$ cat src/rtl/icache_pkg.sv
// Shared types and constants for the direct-mapped instruction cache.
package icache_pkg;

  localparam int MEM_ADDR_W         = 32;
  localparam int INST_W             = 32;
  localparam int DEFAULT_INDEX_BITS = 6;

  // Addresses at or above this limit are fetched straight from memory, never cached.
  localparam logic [MEM_ADDR_W-1:0] CACHE_LIMIT = 32'h0002_0000;

  typedef logic [MEM_ADDR_W-1:0] mem_addr_t;
  typedef logic [INST_W-1:0]     inst_t;

  typedef enum logic [1:0] {
    IC_IDLE = 2'd0,
    IC_WAIT = 2'd1,
    IC_FILL = 2'd2
  } ic_state_e;

  function automatic logic is_cacheable(input mem_addr_t addr);
    return addr < CACHE_LIMIT;
  endfunction

endpackage

$ cat src/rtl/icache_array.sv
// Valid/tag/data storage: combinational read, single write port, synchronous bulk
// valid clear (clear dominates a same-cycle write). No backpressure.
module icache_array
  import icache_pkg::*;
#(
  parameter int INDEX_BITS = DEFAULT_INDEX_BITS,
  parameter int TAG_BITS   = 16 - INDEX_BITS
) (
  input  logic                  clock,
  input  logic                  reset,
  input  logic [INDEX_BITS-1:0] rd_index,
  output logic                  rd_valid,
  output logic [TAG_BITS-1:0]   rd_tag,
  output inst_t                 rd_data,
  input  logic                  wr_en,
  input  logic [INDEX_BITS-1:0] wr_index,
  input  logic [TAG_BITS-1:0]   wr_tag,
  input  inst_t                 wr_data,
  input  logic                  clear
);

  localparam int LINES = 1 << INDEX_BITS;

  logic [LINES-1:0]    valid;
  logic [TAG_BITS-1:0] tags [LINES];
  inst_t               data [LINES];

  always_ff @(posedge clock or posedge reset) begin
    if (reset) begin
      valid <= '0;
    end else if (clear) begin
      valid <= '0;
    end else if (wr_en) begin
      valid[wr_index] <= 1'b1;
    end
  end

  // Tag/data need no reset: a line is only visible through its valid bit.
  always_ff @(posedge clock) begin
    if (wr_en) begin
      tags[wr_index] <= wr_tag;
      data[wr_index] <= wr_data;
    end
  end

  assign rd_valid = valid[rd_index];
  assign rd_tag   = tags[rd_index];
  assign rd_data  = data[rd_index];

endmodule

$ cat src/rtl/icache.sv
// Instruction cache controller: hit answers in 1 cycle, miss does one 32-bit read on the
// shared memory port; waits while ram_busy is high, and all state freezes while rdy is low.
module icache
  import icache_pkg::*;
#(
  parameter int INDEX_BITS = DEFAULT_INDEX_BITS,
  parameter int TAG_BITS   = 16 - INDEX_BITS
) (
  input  logic      clock,
  input  logic      reset,
  input  logic      rdy,
  input  logic      if_read,
  input  mem_addr_t if_addr,
  input  logic      abort,
  input  logic      flush,
  output logic      if_busy,
  output logic      if_ready,
  output inst_t     if_data,
  input  logic      ram_busy,
  output logic      ram_read,
  output mem_addr_t ram_addr,
  input  logic      ram_ready,
  input  inst_t     ram_data
);

  ic_state_e               state;
  logic [MEM_ADDR_W-1:2]   addr_q;
  logic                    drop;
  logic                    inv_pend;
  mem_addr_t               fill_addr;

  logic                    rd_valid;
  logic [TAG_BITS-1:0]     rd_tag;
  inst_t                   rd_data;
  logic                    hit;
  logic                    wr_en;
  logic                    clear;

  assign fill_addr = {addr_q, 2'b00};
  assign hit       = rd_valid && (rd_tag == if_addr[INDEX_BITS+2 +: TAG_BITS])
                     && is_cacheable(if_addr);
  assign clear     = rdy && flush;
  // A flush landing in the ram_ready cycle also suppresses the install.
  assign wr_en     = rdy && (state == IC_FILL) && ram_ready && !inv_pend && !flush
                     && is_cacheable(fill_addr);

  icache_array #(
    .INDEX_BITS (INDEX_BITS),
    .TAG_BITS   (TAG_BITS)
  ) u_array (
    .clock    (clock),
    .reset    (reset),
    .rd_index (if_addr[INDEX_BITS+1:2]),
    .rd_valid (rd_valid),
    .rd_tag   (rd_tag),
    .rd_data  (rd_data),
    .wr_en    (wr_en),
    .wr_index (addr_q[INDEX_BITS+1:2]),
    .wr_tag   (addr_q[INDEX_BITS+2 +: TAG_BITS]),
    .wr_data  (ram_data),
    .clear    (clear)
  );

  always_ff @(posedge clock or posedge reset) begin
    if (reset) begin
      state    <= IC_IDLE;
      addr_q   <= '0;
      drop     <= 1'b0;
      inv_pend <= 1'b0;
      if_busy  <= 1'b0;
      if_ready <= 1'b0;
      if_data  <= '0;
      ram_read <= 1'b0;
      ram_addr <= '0;
    end else if (rdy) begin
      if_ready <= 1'b0;
      case (state)
        IC_IDLE: begin
          if (if_read && !flush && !abort) begin
            if (hit) begin
              if_ready <= 1'b1;
              if_data  <= rd_data;
            end else begin
              addr_q   <= if_addr[MEM_ADDR_W-1:2];
              drop     <= 1'b0;
              inv_pend <= 1'b0;
              if_busy  <= 1'b1;
              state    <= IC_WAIT;
            end
          end
        end
        IC_WAIT: begin
          if (abort) drop <= 1'b1;
          if (flush) inv_pend <= 1'b1;
          if (!ram_busy) begin
            ram_read <= 1'b1;
            ram_addr <= fill_addr;
            state    <= IC_FILL;
          end
        end
        IC_FILL: begin
          if (abort) drop <= 1'b1;
          if (flush) inv_pend <= 1'b1;
          if (ram_ready) begin
            if_data  <= ram_data;
            if_ready <= !drop && !abort;
            if_busy  <= 1'b0;
            ram_read <= 1'b0;
            state    <= IC_IDLE;
          end
        end
        default: begin
          state    <= IC_IDLE;
          if_busy  <= 1'b0;
          ram_read <= 1'b0;
        end
      endcase
    end
  end

endmodule

$ cat config.mk
export PLATFORM = sky130hd
export DESIGN_NAME = icache
export DESIGN_NICKNAME = d
export VERILOG_FILES = /design/src/rtl/icache_pkg.sv /design/src/rtl/icache_array.sv /design/src/rtl/icache.sv
export SDC_FILE = /design/constraint.sdc
export NUM_CORES = 2
export LEC_CHECK = 0
export CORE_UTILIZATION = 45
export DETAILED_ROUTE_END_ITERATION = 8
export GPL_ROUTABILITY_DRIVEN = 1
export HOLD_SLACK_MARGIN = 0.15
export PLACE_DENSITY_LB_ADDON = 0.12
export SKIP_CTS_REPAIR_TIMING = 1
export SYNTH_ARGS = -nofsm -noshare
export SYNTH_HDL_FRONTEND = slang
export SYNTH_SLANG_ARGS = --single-unit
export TNS_END_PERCENT = 30
$ cat constraint.sdc
create_clock -name clock -period 6.9 [get_ports clock]
set_clock_uncertainty 0.1 [all_clocks]
set_input_delay 2.07 -clock clock [delete_from_list [all_inputs] [get_ports clock]]
set_output_delay 2.07 -clock clock [all_outputs]
set_load 0.01 [all_outputs]
==> results.sh <==
export IMPL_met3_usage_pct=4.59
export IMPL_grtUsageTotal_pct=25.1
export IMPL_die_x_um=496
export IMPL_period_share_pct=78.7
export IMPL_status="finished clean"
export IMPL_synth_most_common_cell="edfxtp_1"
export IMPL_synth_distinct_cells=66
export IMPL_setup_viol=0
export IMPL_fin_nets=5236
export IMPL_drcViolationCount=0
export IMPL_avgSynthCellArea_sq_um=23.2
export IMPL_synthTopCellsByArea="edfxtp_1 74%, mux4_2 16%, dfrtp_1 3.7%"
export IMPL_wirelength_um=306000
export IMPL_slew_violations=0
export IMPL_vias_per_cell=6.18
export IMPL_ant_nets=0
export IMPL_syn_inst=4735
export IMPL_synth_top_area_cell="edfxtp_1"
export IMPL_syn2layout_area_growth_pct=14.7
export IMPL_cts_tree="yes"
export IMPL_r2r_end="u_array.data[2][10]"
export IMPL_ys_flop_type="edfxtp_1"
export IMPL_yosysWarnings=0
export IMPL_synth_async_sr_flop_share_pct=5.72
export IMPL_grt_pass1_wl_um=423000
export IMPL_vdd_drop_max_mv=0.218
export IMPL_worstMarginPinSlew_ns=1.20
export IMPL_placed_cell_area_sq_um=117000
export IMPL_min_from="u_array.valid[14]"
export IMPL_portBuffers=134
export IMPL_synth_top_area_share_pct=73.6
export IMPL_grt_setup_unrepaired="false"
export IMPL_timing_hold_ws_ns=0.386
export IMPL_arrival_ns=6.15
export IMPL_firstDrtPassIters=6
export IMPL_ys_top_cells_by_count="2688 x edfxtp_1, 770 x mux4_2, 186 x mux2i_1, 163 x dfrtp_1, 123 x clkbuf_1"
export IMPL_drt_iter0_drc=6224
export IMPL_critPathCaptureType="register"
export IMPL_setup_tns_ns=0
export IMPL_grt_overflow=0
export IMPL_layout_min_cycle_time_ns=5.43
export IMPL_power_leakage_nw=40.2
export IMPL_grtUsageMet1_pct=35.6
export IMPL_maxCapViolCount=0
export IMPL_grt_busiest_layer="met2"
export IMPL_clk_path_buf_depth=4
export IMPL_use_met2_pct=40.3
export IMPL_fmax_ghz=0.184
export IMPL_start_kind="input port"
export IMPL_io_pins=139
export IMPL_numCtsBuffers=316
export IMPL_maxSlewHeadroom_pct=19.9
export IMPL_die_y_um=496
export IMPL_grt_pass1_vias=53254
export IMPL_synth_edff_count=2688
export IMPL_criticalPathCategory="input port to register"
export IMPL_die_area_sq_um=246000
export IMPL_worstPathRequired_ns=7.62
export IMPL_r2r_start="state[0]"
export IMPL_antenna_found_initial=17
export IMPL_clkTransAtPathRegs_ns=0.06
export IMPL_cts_root_buf="clkbuf_16"
export IMPL_wl_per_cell_um=35.7
export IMPL_hold_violations=0
export IMPL_num_rows=180
export IMPL_layout_cells_non_filler=8578
export IMPL_htreeDepth=5
export IMPL_dp_cells=8028
export IMPL_dp_hpwl_um=162000
export IMPL_clkSinkCount=2851
export IMPL_stdcell_area_sq_um=126000
export IMPL_hold_path_class="register to register"
export IMPL_seq_area_frac_synth_pct=77.3
export IMPL_routabilityCongestion=0.795
export IMPL_reg2reg_depth=9
export IMPL_grt_max_degree=132
export IMPL_finalPower_w=0.0390
export IMPL_hold_depth=1
export IMPL_worstSkewPairLatency_ns=0.95
export IMPL_hold_end="u_array.valid[14]"
export IMPL_dr_total_vias=52973
export IMPL_coreArea_sq_um=241000
export IMPL_synth_area_sq_um=110000
export IMPL_drive_gt1_share_pct=29.5
export IMPL_powerDensity_nw_per_um2=310
export IMPL_ys_seq_elements=2851
export IMPL_floorplan_initialDensity_pct=45.4
export IMPL_r2r_slack_ns=2.65
export IMPL_crit_fanout=60
[worst max-delay path by stage]
stage / start / endpoint / slack [ns] / cells past startpoint
2_1_floorplan: reset / addr_q[10] / 0.33 / 1
3_3_place_gp: if_addr[2] / if_data[0] / 0.55 / 14
3_5_place_dp: if_addr[2] / if_data[4] / 0.52 / 14
4_1_cts: if_addr[2] / if_data[4] / 1.47 / 14
5_1_grt: if_addr[2] / addr_q[9] / 1.23 / 12
6_report: if_addr[2] / if_data[4] / 1.47 / 14
[registers in the layout, summed over array words and instances, names as in the netlist, 2 cells and up]
name / flops
addr_q: 30
if_data: 32
ram_addr: 30
state: 2
u_array.data: 2048
u_array.tags: 640
u_array.valid: 64
[cell usage in the layout, fill, tap and decap left out, drive strengths merged, types with 5 or more instances in the layout]
master and n:
clkinv 110, bufinv 9, nor2 99, nor3 15, clkinvlp 5, inv 20
mux4 770, buf 269, dfrtp 163, o21a 65, a31oi 38, o21ai 17
or3 9, edfxtp 2688, diode 5, nor4 12, nand3b 8, clkbuf 413
a21oi 42, o31ai 5, nand2 52, nand3 39, nor2b 15, mux2i 186
a22oi 74, nand2b 6, mux2 77, clkdlybuf4s50 96, and2 7, nand4 16
[power breakdown]
| group | internal (W) | total [W] | switching (W) |
|---|---|---|---|
| Clock | 0.00885 | 0.0154 | 0.00659 |
| Combinational | 0.00130 | 0.00327 | 0.00197 |
| Sequential | 0.0198 | 0.0203 | 0.000520 |
[critical path, cell delays in order]
cell and delay (ns):
buf_8 0.51, buf_4 0.54, mux4_2 0.57, mux2i_1 0.22
nand2_1 0.12, a31oi_1 0.27, o211ai_1 0.21, nor3_2 0.20
nand4_1 0.18, o41ai_4 0.25, buf_4 0.31, buf_4 0.30
a21oi_1 0.11, a31oi_1 0.17
[cell families (layout without fill, tap and decap cells)]
| logic type | Yosys count | count (layout) | synth area share (%) |
|---|---|---|---|
| AO/OA/AOI/OAI | 279 | 279 | 1.78 |
| other | 1 | 7 | 0.00342 |
| multiplexers | 1033 | 1033 | 18.3 |
| XOR/XNOR | 5 | 5 | 0.0399 |
| buffers and inverters | 270 | 922 | 1.22 |
| AND/OR/NAND/NOR | 293 | 293 | 1.31 |
| flip-flops | 2851 | 2851 | 77.3 |
| adder cells (fa/ha/maj) | 3 | 3 | 0.0342 |
[cell type report]
class / instances / area, sq um
sequential: 2851 / 84800
timing repair buffer: 366 / 3650
fill: 18695 / 116000
tap: 3185 / 3990
clock buffer: 412 / 8380
clock inverter: 133 / 892
multi-input combinational: 1615 / 24000
inverter: 11 / 52.6
antenna: 5 / 12.5
[metal layers]
metal  vias to the layer above  wire length (um)
li1                      21094                 -
met1                     29275            127000
met2                      2134            149000
met3                       466             22100
met4                         4              8130
met5                         -                18
[stage by stage]
stage               setup WS (ns)  util [%]
global route                 1.23      52.1
global placement            0.554      48.3
finish                       1.47      52.1
detailed placement          0.524      48.3
floorplan                   0.325         -
CTS                          1.47      52.1
Power figures use the tool's default switching activity.
